<file path="src/rtl/if_fetch.sv">
// if_fetch: instruction-fetch stage. Owns the fetch PC, drives a synchronous-read
// instruction memory and presents {pc, inst, valid} to decode. It applies EX and ID
// redirects and holds the decode instruction steady across load-use stalls.
//
// state | meaning
// ------+---------------------------------------------------------------
// BOOT  | reset just released, imem idle, nothing in flight
// FILL  | first RESET_PC read in flight, decode sees a bubble
// RUN   | normal streaming fetch, one instruction per cycle
// HOLD  | decode stalled, instruction captured in r_hold_q is shown
module if_fetch #(
  parameter logic [31:0] RESET_PC = 32'h4000_0000,
  parameter logic [31:0] NOP_INST = 32'h0000_0013
) (
  input  logic        clk,
  input  logic        rst_n,
  input  logic        stall,
  input  logic        ex_redirect,
  input  logic [31:0] ex_target,
  input  logic        id_redirect,
  input  logic [31:0] id_target,
  output logic [31:0] imem_addr,
  output logic        imem_en,
  input  logic [31:0] imem_rdata,
  output logic [31:0] id_pc,
  output logic [31:0] id_inst,
  output logic        id_valid
);

  typedef enum logic [1:0] {
    S_BOOT = 2'd0,
    S_FILL = 2'd1,
    S_RUN  = 2'd2,
    S_HOLD = 2'd3
  } state_t;

  localparam logic [31:0] WORD_MASK = 32'hFFFF_FFFC;

  state_t      r_state;
  logic [31:0] r_pc;
  logic [31:0] r_id_pc;
  logic        r_valid;
  logic        r_held;
  logic [31:0] r_hold_q;

  state_t      w_state_nxt;
  logic [31:0] w_pc_nxt;
  logic [31:0] w_id_pc_nxt;
  logic        w_valid_nxt;
  logic        w_held_nxt;
  logic [31:0] w_hold_nxt;

  logic [31:0] w_ex_tgt;
  logic [31:0] w_id_tgt;
  logic [31:0] w_pc_plus4;

  // Targets lose their low two bits; there is no misalignment trap.
  assign w_ex_tgt   = ex_target & WORD_MASK;
  assign w_id_tgt   = id_target & WORD_MASK;
  assign w_pc_plus4 = r_pc + 32'd4;

  // State and datapath registers; reset discards any in-flight fetch at once.
  always_ff @(posedge clk or negedge rst_n) begin
    if (!rst_n) begin
      r_state  <= S_BOOT;
      r_pc     <= RESET_PC;
      r_id_pc  <= RESET_PC;
      r_valid  <= 1'b0;
      r_held   <= 1'b0;
      r_hold_q <= NOP_INST;
    end else begin
      r_state  <= w_state_nxt;
      r_pc     <= w_pc_nxt;
      r_id_pc  <= w_id_pc_nxt;
      r_valid  <= w_valid_nxt;
      r_held   <= w_held_nxt;
      r_hold_q <= w_hold_nxt;
    end
  end

  // Next-state and next-PC selection: EX redirect > stall > ID redirect > sequential.
  always_comb begin
    w_state_nxt = r_state;
    w_pc_nxt    = r_pc;
    w_id_pc_nxt = r_id_pc;
    w_valid_nxt = r_valid;
    w_held_nxt  = r_held;
    w_hold_nxt  = r_hold_q;
    case (r_state)
      S_BOOT: begin
        w_state_nxt = S_FILL;
      end
      default: begin
        if (ex_redirect) begin
          // EX wins even over a stall; the ID flush happens downstream.
          w_pc_nxt    = w_ex_tgt;
          w_valid_nxt = 1'b0;
          w_held_nxt  = 1'b0;
          w_state_nxt = S_RUN;
        end else if (stall) begin
          if (r_state == S_RUN) begin
            // Capture the instruction now on the bus; imem keeps re-reading pc.
            w_hold_nxt  = imem_rdata;
            w_held_nxt  = 1'b1;
            w_state_nxt = S_HOLD;
          end else if (r_state == S_FILL) begin
            w_state_nxt = S_RUN;
          end
        end else begin
          w_state_nxt = S_RUN;
          w_held_nxt  = 1'b0;
          if (id_redirect && r_valid) begin
            // The pc+4 fetch already in flight becomes the bubble.
            w_pc_nxt    = w_id_tgt;
            w_valid_nxt = 1'b0;
          end else begin
            w_id_pc_nxt = r_pc;
            w_pc_nxt    = w_pc_plus4;
            w_valid_nxt = 1'b1;
          end
        end
      end
    endcase
  end

  assign imem_en   = (r_state != S_BOOT);
  assign imem_addr = r_pc & WORD_MASK;
  assign id_pc     = r_id_pc;
  assign id_valid  = r_valid;
  assign id_inst   = !r_valid ? NOP_INST : (r_held ? r_hold_q : imem_rdata);

endmodule

</file>
<file path="config.mk">
export PLATFORM = sky130hd
export DESIGN_NAME = if_fetch
export DESIGN_NICKNAME = d
export VERILOG_FILES = /design/src/rtl/if_fetch.sv
export SDC_FILE = /design/constraint.sdc
export NUM_CORES = 1
export LEC_CHECK = 0
export BUFFER_PORTS_ARGS = -buffer_cell sky130_fd_sc_hd__buf_2
export CAP_MARGIN = 30
export CORE_UTILIZATION = 30
export CTS_CLUSTER_DIAMETER = 150
export DETAILED_ROUTE_END_ITERATION = 8
export PLACE_DENSITY_LB_ADDON = 0.3
export SLEW_MARGIN = 20
export SYNTH_ARGS = -nofsm -noshare
export SYNTH_HDL_FRONTEND = slang
export SYNTH_SLANG_ARGS = --single-unit
</file>
<file path="constraint.sdc">
create_clock -name clk -period 4.85 [get_ports clk]
set_input_delay 0.2425 -clock clk [delete_from_list [all_inputs] [get_ports clk]]
set_output_delay 0.2425 -clock clk [all_outputs]
set_load 0.02 [all_outputs]
</file>
==> flow_metrics.env, run 1 <==
export IMPL_outcome="completed"
export IMPL_die_w_um=134.9
export IMPL_cts_tree="done"
export IMPL_firstDrtPassIters=4
export IMPL_place_gp_congestion=0.7719
export IMPL_setup_tns_ps=0
export IMPL_maxSlewViolCount=0
export IMPL_grtUsageTotal_pct=17.99
export IMPL_cts_max_level=3
export IMPL_ir_worst_vdd_uv=173.3
export IMPL_clock_sinks=96
export IMPL_r2r_end="r_pc[28]"
export IMPL_drc=0
export IMPL_muxShareOfSynthArea_pct=13.22
export IMPL_cp_start_kind="register"
export IMPL_io_pins=199
export IMPL_fin_crit_ps=2781
export IMPL_synthAdderAreaFrac_pct=0.7080
export IMPL_rr_startpoint="r_state[1]"
export IMPL_synth_top_family_by_area="simple AND/OR/NAND/NOR gates"
export IMPL_grt_max_degree=66
export IMPL_synthFlopType="dfrtp_1"
export IMPL_hp_start="imem_rdata[31]"
export IMPL_ctsLongestPathBuffers=2
export IMPL_die_h_um=134.9
export IMPL_synth_edf_count=0
export IMPL_cts_resized=0
export IMPL_totalPowerFinal_mw=2.420
export IMPL_vias=4767
export IMPL_avgViaCountPerCell=4.874
export IMPL_crit_fanout=43
export IMPL_antenna_left=0
export IMPL_worstHoldPathCells=2
export IMPL_cts_root_buffer="clkbuf_16"
export IMPL_drt_initial_drc_count=185
export IMPL_start_util_pct=30.65
export IMPL_max_cap_viol_count=0
export IMPL_fp_dieArea_um2=18210
export IMPL_fmax_mhz=359.6
export IMPL_antenna_found_initial=3
export IMPL_final_cell_mix="buf_2, nand2_1, dfrtp_1"
export IMPL_core_um2=17300
export IMPL_ys_warn_count=0
export IMPL_whs_ps=134.7
export IMPL_syn_instance_count=577
export IMPL_grt_setup_unrepaired="no"
export IMPL_grt_remaining_overflow=0
export IMPL_ys_ff_latch=96
export IMPL_finalNonFillerCells=978
export IMPL_place_hpwl_um=11020
export IMPL_rrSetupSlack_ps=2070
export IMPL_synthSimpleGateAreaFrac_pct=22.33
export IMPL_clk_pin_slew_ps=70
export IMPL_synth_cell_area_um2=5301
export IMPL_hold_path_end="r_hold_q[31]"
export IMPL_hold_buffers=0
export IMPL_crit_type="reg -> reg"
export IMPL_relSlewSlack_pct=38.03
export IMPL_synthArstFlopShare_pct=100.0
export IMPL_post_cts_buffers=0
export IMPL_required_ps=5140
export IMPL_synth_compound_area_share_pct=11.59
export IMPL_p_leak_nw=3.245
export IMPL_wl_um=15910
export IMPL_r2r_cells=6
export IMPL_worst_clock_skew_ps=8.387
export IMPL_finalHoldViolCount=0
export IMPL_grt_pass1_wl_um=24830
export IMPL_min_path_type="in -> reg"
export IMPL_ys_seq_area_share_pct=45.43
export IMPL_placedCellCount=958
export IMPL_drive_gt1_share_pct=34.31
export IMPL_finalSetupViolations=0
export IMPL_cts_buffers=9
export IMPL_synth_xor_xnor_area_share_pct=2.148
export IMPL_synth_cell_types=55
export IMPL_place_port_buffers=190
export IMPL_cp_arrival_ps=3070
export IMPL_clk_latency_ps=350
export IMPL_power_density_nw_per_um2=357.4
export IMPL_num_rows=48
export IMPL_layout_nets=851
export IMPL_grt_pass1_vias=4602
export IMPL_nFillCells=1741
export IMPL_drt_wirelength_per_cell_um=16.27
export IMPL_syn2layout_area_growth_pct=27.76
export IMPL_finalCritPeriodShare_pct=57.33
export IMPL_final_common_cell="buf_2"
export IMPL_syn_area_per_cell_um2=9.188
export IMPL_worst_pin_slew_ps=926.2
export IMPL_critPathCaptureType="register"
-- final cells by class --
cell class              count  area [µm²]  area share, %
well taps                 225       281.5          4.157
diodes                      1       2.502        0.03695
multi-input cells         432        2681          39.59
repair buffers            201        1071          15.81
flip-flops and latches     96        2410          35.58
clock inverters             3       40.04         0.5912
inverters                   7       26.28         0.3880
clock buffers              13       260.3          3.843
-- layer usage --
layer  track usage, %  part of all wire (%)  up-vias
met5                0                 0.082        -
met4            5.930                   1.4        2
met3            5.218                   7.9       15
met2            28.98                    45      162
met1            23.06                    46     2235
li1                 -                     -     2353
-- report_power, final --
group	internal, mW	switching (mW)
registers	0.943	0.118
clock network	0.427	0.304
logic	0.254	0.374
total	1.62	0.797
-- cells by family after synthesis --
kind of cell               Yosys count
AOI/OAI and AO/OA                   97
xor gates and xnor gates            13
adders and majority gates            3
buffers and inverters               52
DFF                                 96
muxes                               66
other                                1
and+or+nand+nor                    249
-- worst max-delay path by stage --
stage / startpoint / endpoint / slack (ps) / cells after the start
2_1_floorplan: r_pc[2] / r_pc[28] / 2850 / 8
3_3_place_gp: r_state[1] / r_pc[28] / 2030 / 6
3_5_place_dp: r_state[1] / r_pc[28] / 2020 / 6
4_1_cts: r_state[1] / r_pc[28] / 2000 / 6
5_1_grt: r_state[1] / r_pc[28] / 1800 / 6
6_report: r_state[1] / r_pc[28] / 2070 / 6
-- critical path, stage by stage (launching register included) --
cell	delay [ps]
dfrtp_1	410
inv_1	60
ha_1	240
nor3_1	520
nand2_2	680
or4_1	700
nand3_1	90
-- metrics by stage --
stage | instance area [µm²] | utilization (%) | worst slack (ps)
finish | 6773 | 39.16 | 2069
global route | 6770 | 39.14 | 1804
CTS | 6713 | 38.81 | 2001
detailed placement | 6412 | 37.07 | 2021
global placement | 6407 | 37.04 | 2028
floorplan | 5313 | - | 2854
-- cell usage after synthesis (2+ instances only) --
master,count,share of area [%]
mux2i_1,34,6.4
o21ai_0,26,2.5
xor2_1,10,1.7
and2_1,3,0.35
mux2_2,31,6.6
nand3b_1,3,0.42
dfrtp_1,91,43
nor3b_1,3,0.42
nand4_1,13,1.5
o21ai_1,7,0.66
a21oi_1,26,2.5
nor2b_1,31,3.7
nor2_1,17,1.2
nand2_1,131,9.3
buf_1,4,0.28
o311ai_1,2,0.33
nor3_1,5,0.47
and3_1,12,1.4
a211oi_1,4,0.57
xnor2_1,3,0.50
buf_4,5,0.71
o211ai_1,3,0.42
o221a_1,2,0.42
ha_1,3,0.71
buf_2,14,1.3
a221oi_1,9,1.5
dfstp_2,5,2.5
inv_1,7,0.50
o22a_1,2,0.33
nand3_1,17,1.6
and4_1,3,0.50
a31oi_1,5,0.59
a311o_1,2,0.38
nor4_1,3,0.35
clkbuf_1,21,1.5
-- flip-flops by register name (all words and copies together) (netlist names) --
signal    cells
r_pc         30
id_pc        30
r_held        1
id_valid      1
r_state       2
r_hold_q     32
No activity file was read; power rests on OpenSTA's default activity.
==> run 2, diff against run 1 <==
clock period = 2.5 ns   (was 4.85 ns; I/O delays follow)
==> run 2 against run 1 <==
Final cell count rose by 1.5%. Clock power rose by 130%. Register-to-register slack got worse by 1700 ps. Maximum frequency rose by 29%. Design area rose by 2.6%. First-iteration DRC count rose by 56%. Critical path type unchanged. Non-clock buffer count rose by 15. Clock-buffer cell count fell by 4. Routed wire length rose by 0.93%.
==> flow_metrics.env, run 2 (same netlist as run 1, synthesis figures left out) <==
export IMPL_grt_pass1_wl_um=24990
export IMPL_ctsLongestPathBuffers=2
export IMPL_min_path_type="in -> reg"
export IMPL_grt_remaining_overflow=0
export IMPL_critPathCaptureType="register"
export IMPL_final_common_cell="buf_2"
export IMPL_swShare_pct=31.79
export IMPL_drc=0
export IMPL_drt_wirelength_per_cell_um=16.17
export IMPL_firstDrtPassIters=4
export IMPL_crit_slowest_cell="and4_1"
export IMPL_required_ps=2790
export IMPL_grt_pass1_vias=4518
export IMPL_cts_buffers=9
export IMPL_layout_nets=866
export IMPL_place_hpwl_um=11430
export IMPL_die_h_um=134.9
export IMPL_intPower_mw=3.415
export IMPL_cp_arrival_ps=2460
export IMPL_max_stage_delay_ps=480
export IMPL_met3_usage_pct=6.344
export IMPL_ir_worst_vdd_uv=332.7
export IMPL_critPathMostFrequentCell="and4_1"
export IMPL_totalPowerFinal_mw=5.007
export IMPL_combPwrFrac_pct=24.8
export IMPL_worst_clock_skew_ps=7.018
export IMPL_seqPwrFrac_pct=40.9
export IMPL_power_switching_mw=1.592
export IMPL_cts_root_buffer="clkbuf_16"
export IMPL_core_um2=17300
export IMPL_cp_start_kind="register"
export IMPL_grt_max_degree=52
export IMPL_p_leak_nw=3.337
export IMPL_whs_ps=13.08
export IMPL_clock_sinks=96
export IMPL_maxSlewViolCount=0
export IMPL_power_density_nw_per_um2=720.5
export IMPL_die_w_um=134.9
export IMPL_antenna_left=0
export IMPL_io_pins=199
export IMPL_fmax_mhz=462.4
export IMPL_cts_max_level=3
export IMPL_cts_tree="done"
export IMPL_outcome="completed"
export IMPL_wl_um=16060
export IMPL_fp_dieArea_um2=18210
export IMPL_start_util_pct=30.65
export IMPL_final_cell_mix="buf_2, nand2_1, dfrtp_1"
export IMPL_antenna_found_initial=2
export IMPL_largest_register="r_hold_q"
export IMPL_clk_pin_slew_ps=70
export IMPL_cts_resized=0
export IMPL_post_cts_buffers=0
export IMPL_num_rows=48
export IMPL_nFillCells=1753
export IMPL_met2_usage_pct=27.95
export IMPL_crit_type="reg -> reg"
export IMPL_place_gp_congestion=0.8051
export IMPL_worst_pin_slew_ps=595.1
export IMPL_clk_latency_ps=350
export IMPL_grtUsageTotal_pct=18.01
export IMPL_busiest_layer="met2"
export IMPL_relSlewSlack_pct=60.33
export IMPL_finalSetupViolations=0
export IMPL_vias=4833
export IMPL_drive_gt1_share_pct=35.33
export IMPL_multi_input_area_um2=2676
export IMPL_finalCritPeriodShare_pct=86.50
export IMPL_largest_reg_flops=32
export IMPL_grt_setup_unrepaired="no"
export IMPL_p_clk_share_pct=34.3
export IMPL_avgViaCountPerCell=4.867
export IMPL_drt_initial_drc_count=289
export IMPL_finalHoldViolCount=0
export IMPL_crit_fanout=9
export IMPL_syn2layout_area_growth_pct=31.08
export IMPL_fin_crit_ps=2163
export IMPL_grtUsageMet1_pct=23.30
export IMPL_cp_cell_sequence="ha_1 -> and4_1 -> and4_1 -> nand2_2 -> or4_1 -> nand3_1"
export IMPL_setup_tns_ps=0
export IMPL_hold_buffers=4
export IMPL_seqCellArea_um2=2410
export IMPL_place_port_buffers=190
export IMPL_max_cap_viol_count=0
==> run 2: cell types whose count changed in the layout (fill, tap and decap cells not counted), sizes merged <==
cell | previous run | this run
buf | 200 | 212
clkinv | 2 | 1
clkinvlp | 0 | 2
clkbuf | 13 | 9
bufinv | 1 | 4
dlygate4sd3 | 1 | 4
==> run 2: area by class of cell <==
type,count,share of cell area (%)
well taps,225,4.051
flip-flops and latches,96,34.68
inverters,7,0.3781
clock inverters,7,2.071
clock buffers,9,3.241
diodes,1,0.03601
multi-input cells,432,38.51
repair buffers,216,17.03
==> run 2: final timing paths <==
check	startpoint	to	depth (start not counted)	slack [ps]
hold reg to reg	id_pc[30]	id_pc[30]	2	460
min in group asynchronous	rst_n	r_hold_q[16]	2	340
hold / removal	id_target[27]	r_pc[27]	3	10
setup / recovery	r_pc[2]	r_pc[28]	6	340
max in group asynchronous	rst_n	id_pc[30]	3	1510
setup reg to reg	r_pc[2]	r_pc[28]	6	340
==> run 2: worst max-delay path, delay by kind of cell (launching register included) <==
kind	cells	cell delay (ps)
and+or+nand+nor	5	1420
DFF	1	440
adders and majority gates	1	250
==> run 2: power groups by stage <==
stage	Sequential (mW)	Combinational (mW)	Clock, mW
floorplan	2.24	0.581	0
global placement	2.07	1.24	0
detailed placement	2.08	1.25	0
CTS	2.05	1.26	1.77
global route	2.10	1.36	1.83
finish	2.05	1.24	1.71
==> run 2: metrics by stage <==
step / util [%] / setup WS, ps / std cells / instance area (µm²)
final: 40.18 / 337.4 / 993 / 6949
after CTS: 40.16 / 369.4 / 992 / 6947
after global placement: 37.80 / 469.7 / 972 / 6538
after floorplan: - / 503.5 / 580 / 5313
after detailed placement: 37.80 / 380.7 / 972 / 6538
after global routing: 40.16 / 255.5 / 992 / 6947
==> run 2: per-layer routing <==
metal	wire [µm]	share of wire, %
met3	1309	8.2
met4	258	1.6
met2	7139	44
met1	7326	46
met5	23	0.14
